### src/rtl/cpu_pkg.sv
// Shared RV32I constants for the core: opcodes, forwarding-select encoding,
// hazard FSM states and the in-flight slot records.
package cpu_pkg;

    typedef enum logic [6:0] {
        OP     = 7'b0110011,
        OP_IMM = 7'b0010011,
        LOAD   = 7'b0000011,
        STORE  = 7'b0100011,
        BRANCH = 7'b1100011,
        JAL    = 7'b1101111,
        JALR   = 7'b1100111,
        LUI    = 7'b0110111,
        AUIPC  = 7'b0010111
    } opcode_e;

    localparam logic [1:0] FWD_RF = 2'd0;
    localparam logic [1:0] FWD_E  = 2'd1;
    localparam logic [1:0] FWD_M  = 2'd2;
    localparam logic [1:0] FWD_W  = 2'd3;

    localparam logic [1:0] ST_RUN   = 2'd0;
    localparam logic [1:0] ST_STALL = 2'd1;
    localparam logic [1:0] ST_FLUSH = 2'd2;

    // The load flag only matters while an instruction sits in E, so M and W
    // carry the reduced record.
    typedef struct packed {
        logic       valid;
        logic [4:0] rd;
        logic       wen;
        logic       is_load;
    } slot_t;

    typedef struct packed {
        logic       valid;
        logic [4:0] rd;
        logic       wen;
    } wslot_t;

    function automatic logic uses_rs1(input logic [6:0] opc);
        return opc inside {OP, STORE, BRANCH, JALR, LOAD, OP_IMM};
    endfunction

    function automatic logic uses_rs2(input logic [6:0] opc);
        return opc inside {OP, STORE, BRANCH};
    endfunction

    function automatic logic writes_rd(input logic [6:0] opc, input logic [4:0] rd);
        return !(opc inside {STORE, BRANCH}) && (rd != 5'd0);
    endfunction

endpackage

### src/rtl/hazard_cmp.sv
// One source operand against the E/M/W slots: per-slot match vector plus the
// youngest-wins forwarding select.
module hazard_cmp
    import cpu_pkg::*;
(
    input  logic            used_i,
    input  logic [4:0]      src_i,
    input  logic [2:0]      wr_vld_i,
    input  logic [2:0][4:0] rd_i,
    output logic [2:0]      match_o,
    output logic [1:0]      sel_o
);

    // Index 0 is E (youngest), 2 is W (oldest).
    for (genvar k = 0; k < 3; k++) begin : g_slot
        assign match_o[k] = used_i & wr_vld_i[k] & (rd_i[k] == src_i);
    end

    always_comb begin
        sel_o = FWD_RF;
        if (match_o[0])      sel_o = FWD_E;
        else if (match_o[1]) sel_o = FWD_M;
        else if (match_o[2]) sel_o = FWD_W;
    end

endmodule

### src/rtl/hazard_ctrl.sv
// Decode-side hazard controller: E/M/W shadow scoreboard, stall/flush FSM and
// operand forwarding selects. Define HAZARD_FORWARDING_EN to enable forwarding.
module hazard_ctrl
    import cpu_pkg::*;
#(
    parameter int unsigned FLUSH_CYCLES = 2
) (
    input  logic        CLK,
    input  logic        RST,
    input  logic        D_VALID,
    input  logic [6:0]  D_OPCODE,
    input  logic [4:0]  D_REG_D,
    input  logic [4:0]  D_REG_S1,
    input  logic [4:0]  D_REG_S2,
    input  logic        E_BRANCH_TAKEN,
    output logic        STALL,
    output logic        FLUSH,
    output logic [1:0]  FWD_S1_SEL,
    output logic [1:0]  FWD_S2_SEL,
    output logic [4:0]  W_REG_D,
    output logic        W_WEN,
    output logic [31:0] STALL_CNT
);

`ifdef HAZARD_FORWARDING_EN
    localparam logic FWD_ON = 1'b1;
`else
    localparam logic FWD_ON = 1'b0;
`endif

    localparam logic [2:0] FLUSH_LOAD = 3'(FLUSH_CYCLES - 1);

    slot_t           e_q, e_d;
    wslot_t          m_q, w_q;
    logic [1:0]      state_q, state_d;
    logic [2:0]      cnt_q, cnt_d;
    logic [31:0]     stall_cnt_q, stall_cnt_d;

    logic [1:0][4:0] src;
    logic [1:0]      used;
    logic [1:0][2:0] match;
    logic [1:0][1:0] sel;
    logic [2:0]      wr_vld;
    logic [2:0][4:0] rd_vec;
    logic [2:0]      haz_mask;
    logic            hazard, flush, stall;

    assign src    = {D_REG_S2, D_REG_S1};
    assign used   = {D_VALID & uses_rs2(D_OPCODE), D_VALID & uses_rs1(D_OPCODE)};
    assign wr_vld = {w_q.valid & w_q.wen, m_q.valid & m_q.wen, e_q.valid & e_q.wen};
    assign rd_vec = {w_q.rd, m_q.rd, e_q.rd};

    for (genvar g = 0; g < 2; g++) begin : g_src
        hazard_cmp u_cmp (
            .used_i   (used[g]),
            .src_i    (src[g]),
            .wr_vld_i (wr_vld),
            .rd_i     (rd_vec),
            .match_o  (match[g]),
            .sel_o    (sel[g])
        );
    end

    // With forwarding only a load still in E blocks; everything else is bypassed.
    assign haz_mask = FWD_ON ? {2'b00, e_q.is_load} : 3'b111;
    assign hazard   = |((match[0] | match[1]) & haz_mask);
    assign flush    = (state_q == ST_FLUSH) | E_BRANCH_TAKEN;
    assign stall    = hazard & ~flush;

    assign STALL      = stall;
    assign FLUSH      = flush;
    assign FWD_S1_SEL = (FWD_ON && !flush) ? sel[0] : FWD_RF;
    assign FWD_S2_SEL = (FWD_ON && !flush) ? sel[1] : FWD_RF;
    assign W_REG_D    = w_q.rd;
    assign W_WEN      = w_q.valid & w_q.wen;
    assign STALL_CNT  = stall_cnt_q;

    always_comb begin
        e_d = '0;
        if (D_VALID && !stall && !flush) begin
            e_d.valid   = 1'b1;
            e_d.rd      = D_REG_D;
            e_d.wen     = writes_rd(D_OPCODE, D_REG_D);
            e_d.is_load = (D_OPCODE == LOAD);
        end
    end

    // The branch cycle itself is the first flush cycle, so the counter only
    // covers the remaining FLUSH_CYCLES-1.
    always_comb begin
        state_d = state_q;
        cnt_d   = cnt_q;
        if (E_BRANCH_TAKEN) begin
            cnt_d   = FLUSH_LOAD;
            state_d = (FLUSH_LOAD == 3'd0) ? ST_RUN : ST_FLUSH;
        end else begin
            case (state_q)
                ST_RUN:   if (hazard)  state_d = ST_STALL;
                ST_STALL: if (!hazard) state_d = ST_RUN;
                ST_FLUSH: begin
                    cnt_d = cnt_q - 3'd1;
                    if (cnt_d == 3'd0) state_d = ST_RUN;
                end
                default:  state_d = ST_RUN;
            endcase
        end
    end

    assign stall_cnt_d = stall_cnt_q + {31'd0, stall};

    always_ff @(posedge CLK or posedge RST) begin
        if (RST) begin
            e_q         <= '0;
            m_q         <= '0;
            w_q         <= '0;
            state_q     <= ST_RUN;
            cnt_q       <= '0;
            stall_cnt_q <= '0;
        end else begin
            e_q         <= e_d;
            m_q         <= '{valid: e_q.valid, rd: e_q.rd, wen: e_q.wen};
            w_q         <= m_q;
            state_q     <= state_d;
            cnt_q       <= cnt_d;
            stall_cnt_q <= stall_cnt_d;
        end
    end

endmodule

### config.mk
export PLATFORM = sky130hd
export DESIGN_NAME = hazard_ctrl
export DESIGN_NICKNAME = d
export VERILOG_FILES = /design/src/rtl/cpu_pkg.sv /design/src/rtl/hazard_cmp.sv /design/src/rtl/hazard_ctrl.sv
export SDC_FILE = /design/constraint.sdc
export NUM_CORES = 1
export LEC_CHECK = 0
export BUFFER_PORTS_ARGS = -buffer_cell sky130_fd_sc_hd__buf_2
export CORE_MARGIN = 3
export CORE_UTILIZATION = 50
export DETAILED_ROUTE_END_ITERATION = 10
export PLACE_DENSITY = 0.74
export SETUP_SLACK_MARGIN = 0.05
export SLEW_MARGIN = 0
export SYNTH_ARGS = -nofsm -noshare
export SYNTH_HDL_FRONTEND = slang
export SYNTH_SLANG_ARGS = --single-unit
export TNS_END_PERCENT = 5
### constraint.sdc
create_clock -name CLK -period 3.5 [get_ports CLK]
set_input_delay 0.35 -clock CLK [delete_from_list [all_inputs] [get_ports CLK]]
set_output_delay 0.35 -clock CLK [all_outputs]
set_load 0.03 [all_outputs]
Word level (Yosys, flattened, before mapping)
Index checks and enable logic that the tools add are counted.
{"block": "totals", "reg_bits": 58, "inputBits": 26, "out_inout_bits": 44, "word_cells": 75}
{"block": "classes", "n_addsub": 2, "n_eq_ne": 17, "n_mux": 8, "bitwise_logic": 21, "n_reduce_logical": 15}
{"op": "$add A32 B1 Y32", "count": 1}
{"op": "$eq A5 B5 Y1", "count": 6}
{"op": "$and A1 B1 Y1", "count": 18}
{"op": "$eq A7 B6 Y1 const B", "count": 2}
{"op": "$eq A7 B7 Y1 const B", "count": 2}
{"op": "$mux W2", "count": 4}
{"op": "$mux W8", "count": 1}
{"op": "$eq A7 B2 Y1 const B", "count": 1}
{"op": "$eq A7 B5 Y1 const B", "count": 1}
{"op": "$mux W3", "count": 2}
{"op": "$ne A3 B3 Y1 const B", "count": 2}
{"op": "$pmux W2 S3", "count": 1}
{"op": "$reduce_bool A6 Y1", "count": 1}
{"op": "$reduce_bool A5 Y1", "count": 1}
{"op": "$reduce_bool A2 Y1", "count": 2}
{"op": "$logic_and A1 B1 Y1", "count": 3}
{"op": "$logic_not A1 Y1", "count": 3}
{"op": "$logic_not A3 Y1", "count": 1}
{"op": "$ne A3 B2 Y1 const B", "count": 1}
{"op": "$or A3 B3 Y3", "count": 1}
{"op": "$reduce_and A3 Y1", "count": 1}
{"op": "$reduce_bool A3 Y1", "count": 1}
{"op": "$reduce_or A3 Y1", "count": 1}
{"op": "$sub A3 B1 Y3 const B", "count": 1}
{"op": "other kinds (5)", "count": 5}

Logic depth before layout (Yosys ltp)
{"block": "logic_depth", "depth_word": 12, "mapped_depth": 12, "ltp_nobuf": 11}

By module
A second synthesis with hierarchy kept.
{"block": "unflattened", "cells_unflattened": 253, "hier_area_um2": 2856.5}
{"module": "hazard_ctrl", "instances": 1, "cells_per_inst": 201, "area_each_um2": 2461.1, "seq_area_each_um2": 1451.4}
{"module": "hazard_cmp", "instances": 2, "cells_per_inst": 26, "area_each_um2": 197.7, "seq_area_each_um2": 0.0}

Least setup slack after synthesis
No wires, ideal clock.
{"block": "synth_timing", "kind": "input-to-reg", "start": "input port D_OPCODE[3]", "end": "register stall_cnt_q[30] (netlist: STALL_CNT[30])", "setup_ns": 0.133, "arrival_ns": 3.153, "required_ns": 3.367, "path_slack_ns": 0.214, "stages": 12, "n_path_buf": 1, "cell_sequence": "nand4b_1 > a211o_1 > nor4_1 > or3_1 > buf_2 > a32o_1 > ha_1 > ha_1 > nand3_2 > nor3_4 > or3b_1 > xnor2_1"}
{"block": "synth_via", "elab_chain_len": 9, "elab_cells_between_ends": 26}
{"item": "start, declared", "line": "hazard_ctrl.sv:11", "source": "input logic [6:0] D_OPCODE,"}
{"item": "$eq A7 B6 Y1, or another cell as far along", "line": "cpu_pkg.sv:42, cpu_pkg.sv:46"}
{"item": "$reduce_bool A6 Y1 / $reduce_bool A3 Y1 (equally long branches)", "line": "cpu_pkg.sv:42, cpu_pkg.sv:46"}
{"item": "$and A1 B1 Y1", "line": "hazard_ctrl.sv:49", "source": "assign used = {D_VALID & uses_rs2(D_OPCODE), D_VALID & uses_rs1(D_OPCODE)};"}
{"item": "$and A1 B1 Y1 (2 in a row)", "line": "hazard_cmp.sv:16", "source": "assign match_o[k] = used_i & wr_vld_i[k] & (rd_i[k] == src_i);"}
{"item": "$or A3 B3 Y3 (*)", "line": "hazard_ctrl.sv:66", "source": "assign hazard = |((match[0] | match[1]) & haz_mask);"}
{"item": "$reduce_or A3 Y1 (*)", "line": "hazard_ctrl.sv:66"}
{"item": "$and A1 B1 Y1 (*)", "line": "hazard_ctrl.sv:68", "source": "assign stall = hazard & ~flush;"}
{"item": "net STALL", "line": "hazard_ctrl.sv:16", "source": "output logic STALL,"}
{"item": "$add A32 B1 Y32 (*)", "line": "hazard_ctrl.sv:109", "source": "assign stall_cnt_d = stall_cnt_q + {31'd0, stall};"}
{"item": "net stall_cnt_d[30]", "line": "hazard_ctrl.sv:37", "source": "logic [31:0] stall_cnt_q, stall_cnt_d;"}
{"item": "end signal, assigned", "line": "hazard_ctrl.sv:125", "source": "stall_cnt_q <= stall_cnt_d;"}
{"item": "end, declared", "line": "hazard_ctrl.sv:37"}
Mark *: on every way through the listed nets, which the timed path passes. The rest lies on a longest branch.
A chain may end at the register's enable or synchronous reset.

Worst setup path in the final report
{"block": "layout_timing", "start": "register w_q, in the netlist W_REG_D[0]", "end": "register stall_cnt_q[30] (netlist: STALL_CNT[30])"}
{"block": "layout_via", "elab_chain_len": 6, "elab_cells_between_ends": 8}
{"item": "start, declared", "line": "hazard_ctrl.sv:34", "source": "wslot_t m_q, w_q;"}
{"item": "start signal, assigned", "line": "hazard_ctrl.sv:122", "source": "w_q <= m_q;"}
{"item": "$eq A5 B5 Y1", "line": "hazard_cmp.sv:16"}
{"item": "$and A1 B1 Y1", "line": "hazard_cmp.sv:16"}
{"item": "$or A3 B3 Y3 (*)", "line": "hazard_ctrl.sv:66"}
{"item": "$reduce_or A3 Y1 (*)", "line": "hazard_ctrl.sv:66"}
{"item": "$and A1 B1 Y1 (*)", "line": "hazard_ctrl.sv:68"}
{"item": "$add A32 B1 Y32 (*)", "line": "hazard_ctrl.sv:109"}
{"item": "net stall_cnt_d[30]", "line": "hazard_ctrl.sv:37"}
Marks and branches as above.

==> run summary <==
Outcome - complete, no violations
Tot Pwr - 1.50 mW
Number of global-route vias before repair - 2014
Worst Path Required - 3.71 ns
Max-slew violations - 0
Worst-margin pin slew - 0.925 ns
Most common cell after layout, fill and taps aside - buf_2
Drt first pass iters - 4
RSZ-0062 raised after global routing - no
Max-cap violations - 0
Worst r2r src - W_REG_D[0]
Commonest non-fill, non-tap cells in the layout - buf_2 (65), dfrtp_1 (58), xnor2_1 (43)
Mapped Area - 0.00282 sq mm
Slowest cell on crit path - dfrtp_1
First-pass GRT wire length - 9.20 mm
Critical-path cell list - xnor2_1, nand4_1, nor3_1, or3_1, a32o_1, ha_1, ha_1, nand3_2, nor3_4, or3b_1, xnor2_1
Setup TNS - 0 ns
Worst setup margin - 0.668 ns
Switching power share of the total - 26.0%
Sw Pwr - 0.391 mW
Crit path max-delay family - simple AND/OR/NAND/NOR gates
Final period utilization - 80.9%
Slew margin rel. - 38.2%
Final instance area - 0.00338 sq mm
Vias - 2068
Die width - 81.2 um
Nets - 356
Starting DRT DRC Count - 80
Endpoints failing hold - 0
Max Root-Sink Buffers - 2
TritonCTS clock tree - built
Routed len/inst - 13.6 um
DR DRC count - 0
Max VDD drop - 0.000267 V
Pwr dens - 446 mW/mm^2
Final GP Congestion - 0.897
CP arrival - 3.04 ns
WL final - 5.47 mm
Hold Slack - 0.232 ns
RR Endpoint - STALL_CNT[30]
Initial Utilization - 53.6%
Largest net degree at the start of global routing - 47
Async set-or-reset flop fraction in the synthesized netlist - 100%
Worst-Skew Late Latency - 0.33 ns
Fillers - 447
Row count - 26
Resize count post-CTS - 0
I/O Pins - 70
Skew final - 0.00950 ns
Main synth FF type - dfrtp_1
Antenna-violating nets left - 0
Gate power share - 13.6%
Number of flops mapped to enable cells by yosys - 0
Clock Pin Slew Worst Setup and Hold Paths - 0.07 ns
Startpoint types - flip-flop
R2R cell count - 11
Max incr delay on CP - 0.41 ns
Worst setup EP type - flip-flop
Placed instance area - 0.00319 sq mm
Post-synthesis instance total - 255
Sink Count - 58
Share of power burned in registers - 49.4%
Ys Warns - 0
Pre-CTS setup slack - 0.369 ns
Buffers plus inverters on the worst setup path - 0
Worst hold path type - in -> async
Setup CP Type - reg -> reg
Buffers on Ports - 65
Yosys reg bits - 58
Register area share after synthesis - 51.4%
CP max FO - 5
Leak - 1.73 nW
Die height - 81.2 um
Final setup violation count - 0
Library cells used by synthesis - 41
Total CTS buffers - 9
Clock Tree Root - clkbuf_8
Synth Area per Inst - 11.1 sq um
Core box area - 0.00527 sq mm
Total Routing Usage GR - 18.6%
Layout cells sized above 1 - 28.4%
Vias per cell - 5.16
Synthesis-to-finish area growth - 19.6%
Minimum clock period - 2.83 ns
Peak Freq - 353 MHz
Initial antenna violation count - 0
Clock share of power - 37.0%
Pint - 1.11 mW
DIE AREA - 0.00659 sq mm
H-tree Lvls - 3
CTS Hold Buffers Added - 0
Ant diodes - 0
HPWL after DPL - 4.24 mm
Post-CTS setup buffers - 0
Grt total ovfl - 0
Setup slack on the worst flop-to-flop path - 0.67 ns
==> worst register-to-register path, delay by kind of cell (launching register included) <==
family,cells,cell delay [ns]
flops,1,0.41
simple gates,6,1.30
fa+ha+maj,2,0.51
compound gates,1,0.19
xor+xnor,2,0.30
==> power groups by stage <==
stage          logic (mW)  registers [mW]  clock network [mW]
2_1_floorplan       0.162           0.750                   0
3_3_place_gp        0.202           0.755                   0
3_5_place_dp        0.206           0.757                   0
4_1_cts             0.207           0.744               0.571
5_1_grt             0.231           0.750               0.603
6_report            0.205           0.744               0.556
==> cell type report <==
cell class,count,area (sq um),area share [%]
repair buffers,68,348,10.3
multi-input cells,177,1260,37.4
clock buffers,14,173,5.11
flip-flops and latches,58,1450,43.0
clock inverters,2,10.0,0.296
inverters,12,45.0,1.33
well taps,70,87.6,2.59
==> synthesized netlist by cell type (3+ instances only) <==
cell,instances,area share [%]
nand3_1,8,1.4
nand2_1,20,2.7
xnor2_1,43,13
nor2_1,13,1.7
buf_4,9,2.4
ha_1,4,1.8
xor2_1,19,5.9
nand4_1,15,3.3
nor3_1,13,2.3
dfrtp_1,58,51
inv_1,12,1.6
nor4_1,3,0.66
==> stage by stage <==
stage	utilization (%)	instances
2_1_floorplan	-	258
3_3_place_gp	60.6	385
3_5_place_dp	60.6	385
4_1_cts	64.1	401
5_1_grt	64.1	401
6_report	64.1	401
==> cell families after synthesis <==
kind of cell / synth area share (%)
buffers and inverters: 4.30
other: 0.133
flip-flops: 51.4
AO/OA/AOI/OAI: 2.30
adder cells (fa/ha/maj): 1.77
XOR/XNOR: 19.8
AND/OR/NAND/NOR: 20.3
==> worst max-delay path by stage <==
stage | startpoint | endpoint | cells past startpoint
2_1_floorplan | D_OPCODE[3] | STALL_CNT[30] | 12
3_3_place_gp | D_OPCODE[3] | STALL_CNT[30] | 12
3_5_place_dp | D_OPCODE[3] | STALL_CNT[30] | 12
4_1_cts | m_q[1] | STALL_CNT[30] | 11
5_1_grt | m_q[1] | STALL_CNT[30] | 11
6_report | W_REG_D[0] | STALL_CNT[30] | 11
==> registers in the layout (all words and copies together), names as in the netlist <==
signal and cells:
STALL_CNT 32, W_REG_D 5, cnt_q 3, e_q 7, m_q 7, state_q 2
w_q 2
==> routing by layer <==
| metal | vias to the layer above | wire [um] | global-route usage (%) |
|---|---|---|---|
| li1 | 1006 | - | - |
| met1 | 994 | 2520 | 24.8 |
| met4 | 0 | 65 | 6.59 |
| met2 | 60 | 2570 | 28.5 |
| met3 | 8 | 320 | 6.21 |
| met5 | - | 0 | 0 |
No activity file was read; power rests on OpenSTA's default activity.
